File: src/rtl/alu_cmd_master.sv
// alu_cmd_master: command-side initiator for a 32-bit ALU.
// Accepts upstream commands over valid/ready and drives the ALU a/b/op/en inputs.
// Waits for ack (after SETTLE cycles) and captures res, with a TIMEOUT bound on each access.
// Screens divide-by-zero before issue and returns a tagged result with an error code downstream.
// Ports:
//   clk, rst_n                    clock, async active-low reset
//   i_cmd_valid / o_cmd_ready     command handshake
//   i_cmd_op/a/b/tag              command payload
//   o_rsp_valid / i_rsp_ready     response handshake
//   o_rsp_res/err/tag             response payload (err: 00 ok, 01 div0, 10 timeout)
//   o_alu_a/b/op/en               ALU request side
//   i_alu_res, i_alu_ack          ALU result side (ack sampled as a level)
//   o_busy                        high whenever not IDLE
module alu_cmd_master #(
    parameter int unsigned WIDTH   = 32,
    parameter int unsigned SETTLE  = 1,
    parameter int unsigned TIMEOUT = 16
) (
    input  logic             clk,
    input  logic             rst_n,
    input  logic             i_cmd_valid,
    output logic             o_cmd_ready,
    input  logic [2:0]       i_cmd_op,
    input  logic [WIDTH-1:0] i_cmd_a,
    input  logic [WIDTH-1:0] i_cmd_b,
    input  logic [3:0]       i_cmd_tag,
    output logic             o_rsp_valid,
    input  logic             i_rsp_ready,
    output logic [WIDTH-1:0] o_rsp_res,
    output logic [1:0]       o_rsp_err,
    output logic [3:0]       o_rsp_tag,
    output logic [WIDTH-1:0] o_alu_a,
    output logic [WIDTH-1:0] o_alu_b,
    output logic [2:0]       o_alu_op,
    output logic             o_alu_en,
    input  logic [WIDTH-1:0] i_alu_res,
    input  logic             i_alu_ack,
    output logic             o_busy
);

    localparam int unsigned CNT_W = $clog2(TIMEOUT + 1);

    // One-hot state so every control output is a direct flop bit.
    localparam logic [2:0] S_IDLE  = 3'b001;
    localparam logic [2:0] S_ISSUE = 3'b010;
    localparam logic [2:0] S_RESP  = 3'b100;

    localparam logic [2:0] OP_DIV  = 3'b110;
    localparam logic [1:0] ERR_OK  = 2'b00;
    localparam logic [1:0] ERR_DIV = 2'b01;
    localparam logic [1:0] ERR_TMO = 2'b10;

    logic [2:0]       r_state;
    logic [2:0]       w_state_nxt;
    logic [CNT_W-1:0] r_cnt;
    logic [WIDTH-1:0] r_alu_a;
    logic [WIDTH-1:0] r_alu_b;
    logic [2:0]       r_alu_op;
    logic [3:0]       r_tag;
    logic [WIDTH-1:0] r_rsp_res;
    logic [1:0]       r_rsp_err;

    logic w_accept;
    logic w_div0;
    logic w_capture;
    logic w_timeout;

    assign w_accept  = r_state[0] & i_cmd_valid;
    assign w_div0    = (i_cmd_op == OP_DIV) && (i_cmd_b == '0);
    // Capture wins over timeout when both are possible in the same cycle.
    assign w_capture = r_state[1] && (r_cnt >= CNT_W'(SETTLE)) && i_alu_ack;
    assign w_timeout = r_state[1] && !w_capture && (r_cnt == CNT_W'(TIMEOUT - 1));

    // State register.
    always_ff @(posedge clk or negedge rst_n) begin
        if (!rst_n) begin
            r_state <= S_IDLE;
        end else begin
            r_state <= w_state_nxt;
        end
    end

    // Next-state logic.
    always_comb begin
        w_state_nxt = r_state;
        case (r_state)
            S_IDLE: begin
                if (w_accept) begin
                    w_state_nxt = w_div0 ? S_RESP : S_ISSUE;
                end
            end
            S_ISSUE: begin
                if (w_capture || w_timeout) begin
                    w_state_nxt = S_RESP;
                end
            end
            S_RESP: begin
                if (i_rsp_ready) begin
                    w_state_nxt = S_IDLE;
                end
            end
            default: w_state_nxt = S_IDLE;
        endcase
    end

    // Control outputs taken straight from the one-hot state flops.
    always_comb begin
        o_cmd_ready = 1'b0;
        o_alu_en    = 1'b0;
        o_rsp_valid = 1'b0;
        o_busy      = 1'b0;
        o_cmd_ready = r_state[0];
        o_alu_en    = r_state[1];
        o_rsp_valid = r_state[2];
        o_busy      = ~r_state[0];
    end

    // Datapath: operand/tag capture on accept, response capture on completion.
    always_ff @(posedge clk or negedge rst_n) begin
        if (!rst_n) begin
            r_cnt     <= '0;
            r_alu_a   <= '0;
            r_alu_b   <= '0;
            r_alu_op  <= '0;
            r_tag     <= '0;
            r_rsp_res <= '0;
            r_rsp_err <= '0;
        end else begin
            if (w_accept) begin
                r_alu_a  <= i_cmd_a;
                r_alu_b  <= i_cmd_b;
                r_alu_op <= i_cmd_op;
                r_tag    <= i_cmd_tag;
                r_cnt    <= '0;
                if (w_div0) begin
                    r_rsp_res <= '0;
                    r_rsp_err <= ERR_DIV;
                end
            end else if (w_capture) begin
                r_rsp_res <= i_alu_res;
                r_rsp_err <= ERR_OK;
            end else if (w_timeout) begin
                r_rsp_res <= '0;
                r_rsp_err <= ERR_TMO;
            end else if (r_state[1]) begin
                r_cnt <= r_cnt + CNT_W'(1);
            end
        end
    end

    assign o_alu_a   = r_alu_a;
    assign o_alu_b   = r_alu_b;
    assign o_alu_op  = r_alu_op;
    assign o_rsp_res = r_rsp_res;
    assign o_rsp_err = r_rsp_err;
    assign o_rsp_tag = r_tag;

endmodule

File: config.mk
export PLATFORM = sky130hd
export DESIGN_NAME = alu_cmd_master
export DESIGN_NICKNAME = d
export VERILOG_FILES = /design/src/rtl/alu_cmd_master.sv
export SDC_FILE = /design/constraint.sdc
export NUM_CORES = 1
export LEC_CHECK = 0
export CAP_MARGIN = 10
export CORE_MARGIN = 2
export CORE_UTILIZATION = 40
export CTS_CLUSTER_SIZE = 10
export DETAILED_ROUTE_END_ITERATION = 10
export HOLD_SLACK_MARGIN = 0.15
export PLACE_DENSITY = 0.79
export SLEW_MARGIN = 0
export SYNTH_ARGS = -nofsm -noshare
export SYNTH_HDL_FRONTEND = slang
export SYNTH_SLANG_ARGS = --single-unit
File: constraint.sdc
create_clock -name clk -period 3.4 [get_ports clk]
set_clock_uncertainty 0.2 [all_clocks]
set_input_delay 0.34 -clock clk [delete_from_list [all_inputs] [get_ports clk]]
set_output_delay 0.34 -clock clk [all_outputs]
set_load 0.01 [all_outputs]
### Word-level counts from Yosys, hierarchy flattened

Index checks and enable logic that the tools add are counted.

* add/subtract/negate cells: 1
* $lt $le $gt $ge: 1
* equal/unequal tests: 11
* multiplexer cells: 17
* bitwise operators: 2
* reductions and logical operators: 13

Operator list (number)
* 2-to-1 mux 32 bit: 4
* logical NOT 32 bit: 1
* 2-to-1 mux 5 bit: 4
* 2-to-1 mux 3 bit: 4
* != test 2 bit (second input constant): 5
* case mux 3 bit (3 select lines): 1
* 2-to-1 mux 2 bit: 4
* equality test 3 bit (second input constant): 2
* AND reduction 3 bit: 2
* adder 5 x 1 -> 5 bit (second input constant): 1
* equality test 5 x 4 -> 1 bit (second input constant): 1
* greater-or-equal comparator 5 x 1 -> 1 bit (second input constant): 1
* logical AND 1 bit: 5
* equality test 3 x 1 -> 1 bit (second input constant): 1
* equality test 3 x 2 -> 1 bit (second input constant): 1
* nonzero test 3 bit: 1
* != test 2 x 1 -> 1 bit (second input constant): 1
* AND reduction 2 bit: 1
* nonzero test 2 bit: 1
* bitwise AND 1 bit: 1
* logical NOT 1 bit: 1
* logical OR 1 bit: 1
* NOT 1 bit: 1

* flip-flop bits (word level): 113
* input bits: 108
* output and inout port bits: 109
* word-level logic and storage cells: 53

### Longest topological paths before layout

Gate-level depths: netlist of run 1.

* word-level depth: 9
* gate-level depth with buffers: 9
* gate-level depth less buffers: 7

### Worst setup path after synthesis of run 1

No wires, ideal clock.

* path kind: reg2reg
* start: reg r_cnt[0]
* end: reg r_rsp_err[0], in the netlist o_rsp_err[0]
* library setup time: 84 ps
* arrival: 2115 ps
* data required time: 3116 ps
* slack: 1001 ps
* stages on the path, launching flop included: 10
* path buffers: 2
* period minus slack after synthesis: 2399 ps
* cell sequence: dfrtp_1 -> ha_1 -> and3_1 -> ha_1 -> or3_1 -> o22ai_1 -> or3_1 -> buf_2 -> buf_2 -> a21boi_0

* longest elaborated chain between the ends: 8
* elaborated cells on any way between the ends: 11
* those cells by class: 1 x order compare; 1 x eq/ne; 2 x mux; 7 x reduce/logical

RTL lines
* start, declared: RTL line 55 `logic [CNT_W-1:0] r_cnt;`
* start signal, assigned: RTL line 146 `r_cnt <= r_cnt + CNT_W'(1);`
* greater-or-equal comparator 5 x 1 -> 1 bit: RTL line 71 `assign w_capture = r_state[1] && (r_cnt >= CNT_W'(SETTLE)) && i_alu_ack;`
* logical AND 1 bit (2 in a row): RTL line 71
* logical NOT 1 bit: RTL line 72 `assign w_timeout = r_state[1] && !w_capture && (r_cnt == CNT_W'(TIMEOUT - 1));`
* logical AND 1 bit (2 in a row): RTL line 72
* nonzero test 3 bit (no source line)
* AND reduction 2 bit (no source line)
* end signal, assigned: RTL line 127 `r_rsp_err <= '0;`
* end signal, assigned: RTL line 137 `r_rsp_err <= ERR_DIV;`
* end signal, assigned: RTL line 141 `r_rsp_err <= ERR_OK;`
* end, declared: RTL line 61 `logic [1:0] r_rsp_err;`

Parallel ways exist; a longest one is shown, timed or not.
A chain may end at the register's enable or synchronous reset.

### Final worst setup path of run 1

* start: reg r_cnt[0]
* end: reg r_rsp_res[15], in the netlist o_rsp_res[15]

* longest elaborated chain between the ends: 8
* elaborated cells on any way between the ends: 11
* those cells by class: 1 x order compare; 1 x eq/ne; 2 x mux; 7 x reduce/logical

RTL lines
* greater-or-equal comparator 5 x 1 -> 1 bit: RTL line 71
* logical AND 1 bit (2 in a row): RTL line 71
* logical NOT 1 bit: RTL line 72
* logical AND 1 bit (2 in a row): RTL line 72
* nonzero test 3 bit (no source line)
* AND reduction 2 bit (no source line)
* end signal, assigned: RTL line 140 `r_rsp_res <= i_alu_res;`
* end, declared: RTL line 60 `logic [WIDTH-1:0] r_rsp_res;`

Parallel ways exist; a longest one is shown, timed or not.

==> flow_metrics.env, run 1 <==
export IMPL_ys_seq_area_share_pct=62.91
export IMPL_syn_num_nets=562
export IMPL_synth_area_leaders="dfrtp_1, nand2_1, a32o_1"
export IMPL_avgSynthCellArea_um2=9.971
export IMPL_critPathBufInv=2
export IMPL_hpwlAfterDp_um=9395
export IMPL_utilization_pct=67.28
export IMPL_cp_data_arrival_time_ps=2960
export IMPL_yosysTopAreaCell="dfrtp_1"
export IMPL_max_freq_mhz=365.1
export IMPL_gr_max_usage_layer="met2"
export IMPL_grt_max_degree=78
export IMPL_critPathMaxStageDelay_ps=440
export IMPL_antenna_found_initial=0
export IMPL_die_area_um2=12110
export IMPL_globalplace_congestion=0.7701
export IMPL_cts_root_buf="clkbuf_8"
export IMPL_cts_setup_buffers=0
export IMPL_vias_per_cell=5.109
export IMPL_grt_ovfl_total=0
export IMPL_cts_sinks=113
export IMPL_holdWs_ps=172.2
export IMPL_setup_violations=0
export IMPL_place_inst=784
export IMPL_path_class="reg -> reg"
export IMPL_met2_usage_pct=36.33
export IMPL_num_nets_final=777
export IMPL_finalSetupTns_ps=0
export IMPL_crit_family="simple AND/OR/NAND/NOR gates"
export IMPL_outcome="complete, no violations"
export IMPL_num_rows=38
export IMPL_critPathSlowestCell="dfrtp_1"
export IMPL_tightest_slew_ps=810.2
export IMPL_initial_core_util_pct=41.30
export IMPL_n_antenna_cell=0
export IMPL_power_density_nw_per_um2=858.1
export IMPL_worst_setup_path_start_kind="register"
export IMPL_vias=4179
export IMPL_synth_top_cell_area_share_pct=62.33
export IMPL_synthCells=451
export IMPL_design_power_total_mw=6.286
export IMPL_clockBufferDepth=2
export IMPL_drc=0
export IMPL_path_cells="ha_1 > and3_1 > ha_1 > or3_1 > o22ai_1 > buf_4 > or3_1 > buf_4 > a32o_1"
export IMPL_io_buffers=216
export IMPL_grt_first_pass_wirelength_um=20400
export IMPL_maxCapViolations=0
export IMPL_first_pass_iters=4
export IMPL_first_global_vias=4124
export IMPL_drive_gt1_share_pct=6.490
export IMPL_cp_end_kind="register"
export IMPL_met3_usage_pct=9.347
export IMPL_required_ps=3620
export IMPL_ys_ff_latch=113
export IMPL_syn_area_um2=4497
export IMPL_met1_usage_pct=26.50
export IMPL_rsz0062_at_grt="false"
export IMPL_relSlewSlack_pct=45.99
export IMPL_min_period_ps=2739
export IMPL_die_w_um=110.0
export IMPL_wl_per_cell_um=16.23
export IMPL_cts_tree="done"
export IMPL_routed_wl_um=13280
export IMPL_die_h_um=110.0
export IMPL_core_um2=10890
export IMPL_final_max_slew_viol_count=0
export IMPL_finalHoldViolations=0
export IMPL_ctsHtreeMaxLevel=4
export IMPL_grt_use_total_pct=22.28
export IMPL_area_growth_syn_to_layout_pct=62.91
export IMPL_cts_repair_resized=0
export IMPL_drtIter0Drc=233
export IMPL_stdcell_count=818
export IMPL_timing_final_crit_share_pct=80.55
export IMPL_drtAntennaViolNets=0
export IMPL_clkLatencyLatePin_ps=490
export IMPL_critPathMaxFanout=34
export IMPL_ir_drop_uv=420.4
export IMPL_ys_warn_count=0
export IMPL_leakagePower_nw=3.401
export IMPL_clkTransAtPathRegs_ps=60
export IMPL_top_level_ports=217
export IMPL_yosysUniqueCellTypes=34
export IMPL_numCtsBuffers=17
export IMPL_min_path_type="in -> reg"
[layout by cell type, fill, tap and decap left out, drive strengths merged, types with 4 or more instances in the layout]
| cell | instances |
|---|---|
| nand2 | 219 |
| a32o | 33 |
| clkdlybuf4s50 | 215 |
| inv | 6 |
| nor4 | 8 |
| dfrtp | 112 |
| clkbuf | 20 |
| clkinv | 6 |
| buf | 9 |
| clkinvlp | 4 |
[cells in the mapped netlist]
cell type / instances
buf_4: 1
nand4_1: 1
clkbuf_1: 17
o22ai_1: 2
nand2_2: 1
nand3_1: 2
buf_1: 4
o21ai_0: 1
a32o_1: 33
or3_1: 3
or4_1: 3
nand2_1: 218
o31ai_1: 1
buf_2: 6
nor3_1: 2
a31oi_1: 2
a21boi_0: 2
dfstp_2: 1
nor4bb_1: 1
and2_1: 1
nand3b_1: 1
inv_1: 6
and3_1: 3
a21oi_1: 3
buf_6: 3
ha_1: 3
nor4_1: 8
a21bo_2: 1
a21o_1: 1
nor2_1: 3
a311oi_1: 2
o41ai_1: 1
dfrtp_1: 112
a41o_1: 2
[area by class of cell]
cell class | count | area, µm²
fill | 852 | 3562
sequential | 113 | 2829
timing repair buffer | 227 | 2262
multi-input combinational | 301 | 1501
clock buffer | 20 | 445.4
tap | 140 | 175.2
clock inverter | 11 | 90.09
inverter | 6 | 22.52
[routing by layer]
layer	part of all wire, %	up-vias
met4	1.5	0
met3	11	16
met1	40	2027
li1	-	1941
met2	47	195
met5	0	-
[power by group]
part	total [mW]	leakage (nW)	internal, mW	switching, mW
Sequential	2.24	1.41	1.89	0.344
Combinational	2.45	1.74	1.37	1.08
Clock	1.59	0.258	0.993	0.602
[cell families after synthesis]
| group | after synthesis | synth area share [%] |
|---|---|---|
| compound gates | 51 | 10.27 |
| fa+ha+maj | 3 | 0.8348 |
| flops | 113 | 62.91 |
| simple gates | 247 | 22.15 |
| buf+inv | 37 | 3.840 |
[per-stage QoR]
step                setup WS (ps)  area (µm²)
floorplan                    1001        4497
global placement            391.7        6760
detailed placement          317.7        6760
CTS                         650.7        7326
global route                502.3        7326
finish                      661.4        7326
[registers in the layout (all words and copies together), names as in the netlist]
name	flops
o_alu_a	32
o_alu_b	32
o_alu_op	3
o_rsp_err	2
o_rsp_res	32
o_rsp_tag	4
r_cnt	5
r_state	3
[final timing paths]
path                                       to  cells past startpoint  slack, ps   startpoint
worst max-delay path            o_rsp_res[15]                      9        660     r_cnt[0]
worst min-delay path              o_alu_a[12]                      3        170  i_cmd_a[12]
worst max register to register  o_rsp_res[15]                      9        660     r_cnt[0]
worst min register to register    o_alu_a[26]                      2        270  o_alu_a[26]
max in group asynchronous         o_alu_b[27]                      3       1960        rst_n
min in group asynchronous         o_alu_a[21]                      2        260        rst_n
[what timing repair did]
item / in CTS / in global routing
hold buffers: 3 / 0
setup endpoints to repair: 0 / 0
endpoints found under the hold margin: 64 / 0
[tightest hold or removal path, cell delays in order]
cell and delay (ps):
clkdlybuf4s50_1 390, nand2_1 60, nand2_1 40
Power figures use the tool's default switching activity.
==> inputs of run 2 (changes only) <==
==> constraint.sdc (replaced) <==
create_clock -name clk -period 2.8 [get_ports clk]
set_clock_uncertainty 0.2 [all_clocks]
set_input_delay 0.28 -clock clk [delete_from_list [all_inputs] [get_ports clk]]
set_output_delay 0.28 -clock clk [all_outputs]
set_load 0.01 [all_outputs]
==> flow_metrics.env, run 2 (synthesis results as in run 1) <==
export IMPL_met1_usage_pct=28.60
export IMPL_drc=0
export IMPL_die_area_um2=12110
export IMPL_grt_ovfl_total=0
export IMPL_grt_max_degree=78
export IMPL_cts_root_buf="clkbuf_8"
export IMPL_grt_use_total_pct=25.96
export IMPL_cp_end_kind="register"
export IMPL_grt_first_pass_wirelength_um=23200
export IMPL_maxCapViolations=0
export IMPL_met2_usage_pct=44.00
export IMPL_hold_start="i_cmd_b[20]"
export IMPL_place_ws_ps=-69.43
export IMPL_ctsHtreeMaxLevel=4
export IMPL_finalHoldViolations=0
export IMPL_antenna_found_initial=2
export IMPL_top_level_ports=217
export IMPL_first_global_vias=4626
export IMPL_path_class="in -> reg"
export IMPL_outcome="complete, no violations"
export IMPL_drive_gt1_share_pct=6.577
export IMPL_layout_commonest_cell="nand2_1"
export IMPL_max_freq_mhz=376.0
export IMPL_rsz0062_at_grt="false"
export IMPL_setup_violations=0
export IMPL_worst_setup_path_start_kind="input port"
export IMPL_vias=4513
export IMPL_cts_tree="done"
export IMPL_vias_per_cell=5.088
export IMPL_ir_drop_uv=578.3
export IMPL_drtIter0Drc=206
export IMPL_relSlewSlack_pct=48.85
export IMPL_first_pass_iters=5
export IMPL_min_period_ps=2660
export IMPL_fillCellCount=684
export IMPL_numCtsBuffers=17
export IMPL_regToRegEndpoint="r_cnt[4]"
export IMPL_wl_per_cell_um=17.46
export IMPL_core_um2=10890
export IMPL_finalSetupTns_ps=0
export IMPL_power_density_nw_per_um2=1000
export IMPL_rr_startpoint="r_cnt[0]"
export IMPL_globalplace_congestion=0.8143
export IMPL_endpoint="o_rsp_res[16]"
export IMPL_cts_sinks=113
export IMPL_io_buffers=216
export IMPL_met3_usage_pct=10.64
export IMPL_critPathLaunch="i_cmd_b[27]"
export IMPL_reg2reg_setup_slack_ps=310
export IMPL_required_ps=2990
export IMPL_gr_max_usage_layer="met2"
export IMPL_num_rows=38
export IMPL_clockBufferDepth=2
export IMPL_finalWorstSetupSlack_ps=140.3
export IMPL_critPathMaxFanout=34
export IMPL_worst_r2r_path_depth=8
export IMPL_die_h_um=110.0
export IMPL_drtAntennaViolNets=0
export IMPL_tightest_slew_ps=767.2
export IMPL_routed_wl_um=15490
export IMPL_timing_final_crit_share_pct=94.99
export IMPL_min_path_type="in -> reg"
export IMPL_final_max_slew_viol_count=0
export IMPL_cp_data_arrival_time_ps=2850
export IMPL_final_cell_mix="nand2_1, clkdlybuf4s50_1, dfrtp_1"
export IMPL_cts_setup_buffers=0
export IMPL_initial_core_util_pct=41.30
export IMPL_die_w_um=110.0
export IMPL_clkLatencyLatePin_ps=510
export IMPL_area_growth_syn_to_layout_pct=80.69
export IMPL_leakagePower_nw=3.742
export IMPL_num_nets_final=845
export IMPL_utilization_pct=74.63
export IMPL_clkTransAtPathRegs_ps=50
export IMPL_hpwlAfterDp_um=9192
[run 2: cell count changes in the layout (fill, tap and decap cells not counted), sizes merged]
cell / before / now
diode: 0 / 2
dlygate4sd3: 3 / 66
bufinv: 1 / 4
buf: 9 / 14
clkinv: 6 / 1
clkbuf: 20 / 21
[run 2: timing repair]
action,in CTS,in global routing
endpoints found under the hold margin,173,3
hold buffers,64,3
gates resized for setup,0,0
[run 2: layout make-up]
type / instances / area, µm² / share of cell area [%]
clock buffer: 21 / 469.2 / 5.775
inverter: 6 / 22.52 / 0.2772
clock inverter: 9 / 155.1 / 1.909
antenna: 2 / 5.005 / 0.06160
timing repair buffer: 295 / 2968 / 36.53
tap: 140 / 175.2 / 2.156
multi-input combinational: 301 / 1501 / 18.48
sequential: 113 / 2829 / 34.82
[run 2: routing by layer]
layer	vias up	routed length (µm)
li1	2084	-
met1	2154	5833
met2	239	7636
met3	36	1514
met4	0	502
met5	-	0
[run 2: power breakdown]
part / total (mW) / internal (mW) / switching (mW)
Combinational: 3.11 / 1.73 / 1.38
Clock: 2.27 / 1.53 / 0.740
Sequential: 2.75 / 2.30 / 0.448
Total: 8.13 / 5.56 / 2.57
[run 2: critical path, cell delays in order]
cell	delay (ps)
dlygate4sd3_1	560
clkdlybuf4s50_1	460
nor4_1	290
nand4_1	190
or4_1	610
buf_12	200
a32o_1	260
[run 2: how the worst min path moves through the flow]
stage / end / slack (ps) / cells after the start
after floorplan: o_alu_a[0] / -220 / 0
after global placement: o_alu_b[3] / 120 / 1
after detailed placement: o_alu_b[3] / 130 / 1
after CTS: o_rsp_res[23] / 150 / 2
after global routing: o_rsp_res[9] / 150 / 2
final: o_alu_b[20] / 170 / 3
[run 2: metrics by stage]
stage,std cells,cell area (µm²),hold slack [ps],power (mW)
CTS,882,8090,151.4,8.102
finish,887,8125,172.3,8.129
global placement,788,6815,117.7,5.637
global route,887,8125,151.6,8.572
floorplan,451,4497,-215.6,3.923
detailed placement,788,6815,125.6,5.732
==> inputs of run 3 (changes only) <==
==> constraint.sdc (replaced) <==
create_clock -name clk -period 3.1 [get_ports clk]
set_clock_uncertainty 0.2 [all_clocks]
set_input_delay 0.62 -clock clk [delete_from_list [all_inputs] [get_ports clk]]
set_output_delay 0.62 -clock clk [all_outputs]
set_load 0.01 [all_outputs]
==> flow_metrics.env, run 3 (synthesis results as in run 1) <==
export IMPL_layout_commonest_cell="nand2_1"
export IMPL_internal_power_mw=4.659
export IMPL_stdcell_count=818
export IMPL_relSlewSlack_pct=47.47
export IMPL_initial_core_util_pct=41.30
export IMPL_drtIter0Drc=220
export IMPL_cts_tree="done"
export IMPL_reg2reg_setup_slack_ps=520
export IMPL_cts_repair_resized=0
export IMPL_finalWorstSetupSlack_ps=374.7
export IMPL_cts_root_buf="clkbuf_8"
export IMPL_hpwlAfterDp_um=9196
export IMPL_die_area_um2=12110
export IMPL_wl_per_cell_um=16.00
export IMPL_tightest_slew_ps=788.0
export IMPL_timing_final_crit_share_pct=87.91
export IMPL_setup_violations=0
export IMPL_final_max_slew_viol_count=0
export IMPL_vias_per_cell=5.009
export IMPL_ctsHtreeMaxLevel=4
export IMPL_top_level_ports=217
export IMPL_die_h_um=110.0
export IMPL_place_ws_ps=-137.2
export IMPL_clock_power_share_pct=24.8
export IMPL_antenna_found_initial=0
export IMPL_final_cell_mix="nand2_1, clkdlybuf4s50_1, dfrtp_1"
export IMPL_finalHoldViolations=0
export IMPL_maxCapViolations=0
export IMPL_outcome="complete, no violations"
export IMPL_combPwrFrac_pct=39.3
export IMPL_clkLatencyLatePin_ps=500
export IMPL_critPathSlowestCell="or4_1"
export IMPL_die_w_um=110.0
export IMPL_min_period_ps=2725
export IMPL_cts_sinks=113
export IMPL_io_buffers=216
export IMPL_required_ps=3280
export IMPL_grt_first_pass_wirelength_um=20040
export IMPL_worst_setup_path_start_kind="input port"
export IMPL_swShare_pct=31.79
export IMPL_globalplace_congestion=0.7952
export IMPL_vias=4097
export IMPL_critPathLaunch="i_cmd_op[2]"
export IMPL_clockBufferDepth=2
export IMPL_grt_max_degree=78
export IMPL_critPathMaxStageDelay_ps=610
export IMPL_critPathMaxFanout=34
export IMPL_first_global_vias=4102
export IMPL_path_class="in -> reg"
export IMPL_n_antenna_cell=0
export IMPL_core_um2=10890
export IMPL_grt_use_total_pct=21.92
export IMPL_endpoint="o_rsp_res[3]"
export IMPL_ir_drop_uv=509.5
export IMPL_grt_ovfl_total=0
export IMPL_numCtsBuffers=17
export IMPL_holdWs_ps=272.1
export IMPL_leakagePower_nw=3.423
export IMPL_num_nets_final=779
export IMPL_num_rows=38
export IMPL_fillCellCount=824
export IMPL_drive_gt1_share_pct=6.637
export IMPL_cts_setup_buffers=0
export IMPL_clkTransAtPathRegs_ps=50
export IMPL_rsz0062_at_grt="false"
export IMPL_regToRegEndpoint="o_rsp_err[0]"
export IMPL_drc=0
export IMPL_worst_r2r_path_depth=8
export IMPL_max_freq_mhz=366.9
export IMPL_rr_startpoint="r_cnt[0]"
export IMPL_first_pass_iters=4
export IMPL_p_switching_mw=2.171
export IMPL_seqPwrFrac_pct=35.9
export IMPL_drtAntennaViolNets=0
export IMPL_power_density_nw_per_um2=932.1
export IMPL_area_growth_syn_to_layout_pct=62.94
export IMPL_path_cells="clkdlybuf4s50_1 > nor4bb_1 > buf_4 > nand4_1 > or4_1 > buf_12 > a32o_1"
export IMPL_cp_end_kind="register"
export IMPL_routed_wl_um=13090
export IMPL_place_inst=788
export IMPL_cp_data_arrival_time_ps=2910
export IMPL_min_path_type="reg -> reg"
[run 3: changes by cell type in the layout (fill, tap and decap cells not counted)]
cell           delta
buf_12            -2
clkinvlp_4        -4
clkbuf_1          +2
dlygate4sd3_1    -65
buf_4             +1
clkinv_2          +6
diode_2           -2
clkbuf_8          -2
bufinv_16         -3
[run 3: area by class of cell]
class / instances / area [µm²] / area share, %
Inverter: 6 / 22.52 / 0.3074
Clock inverter: 8 / 65.06 / 0.8880
Multi-Input combinational cell: 301 / 1501 / 20.49
Sequential cell: 113 / 2829 / 38.61
Tap cell: 140 / 175.2 / 2.391
Clock buffer: 21 / 449.2 / 6.130
Timing Repair Buffer: 229 / 2285 / 31.18
[run 3: worst min path at each step]
stage	startpoint	end	slack (ps)	cells after the start
2_1_floorplan	rst_n	o_alu_a[0]	120	0
3_3_place_gp	o_rsp_tag[0]	o_rsp_tag[0]	260	2
3_5_place_dp	o_alu_a[23]	o_alu_a[23]	260	2
4_1_cts	o_alu_a[3]	o_alu_a[3]	280	2
5_1_grt	o_alu_b[3]	o_alu_b[3]	290	2
6_report	o_alu_a[22]	o_alu_a[22]	270	2
[run 3: power by group through the flow]
stage          Sequential (mW)  Combinational, mW  Clock [mW]
2_1_floorplan             2.68              0.859           0
3_3_place_gp              2.45               2.63           0
3_5_place_dp              2.46               2.70           0
4_1_cts                   2.46               2.72        1.73
5_1_grt                   2.53               2.93        1.80
6_report                  2.45               2.68        1.69
[run 3: metrics by stage]
step	TNS (ps)	total power, mW	area, µm²	util (%)
floorplan	0	3.543	4497	-
global placement	-2924	5.080	6803	62.48
detailed placement	-4128	5.167	6803	62.48
CTS	0	6.908	7327	67.29
global route	0	7.251	7327	67.29
finish	0	6.830	7327	67.29
[run 3: repair_timing]
item / CTS / global route
hold buffers: 1 / 0
hold endpoints to repair: 44 / 0
setup endpoints to repair: 0 / 0
[run 3: per-layer routing]
metal / share of wire [%] / vias up / track usage, %
met5: 0 / - / 0
met4: 1.6 / 0 / 8.590
met3: 11 / 17 / 9.641
met2: 46 / 181 / 35.23
met1: 41 / 1960 / 25.84
li1: - / 1939 / -
[run 3: critical path: cells and delay by family]
kind	cells	cell delay (ps)
and+or+nand+nor	3	1160
buffers and inverters	3	850
AOI/OAI and AO/OA	1	260
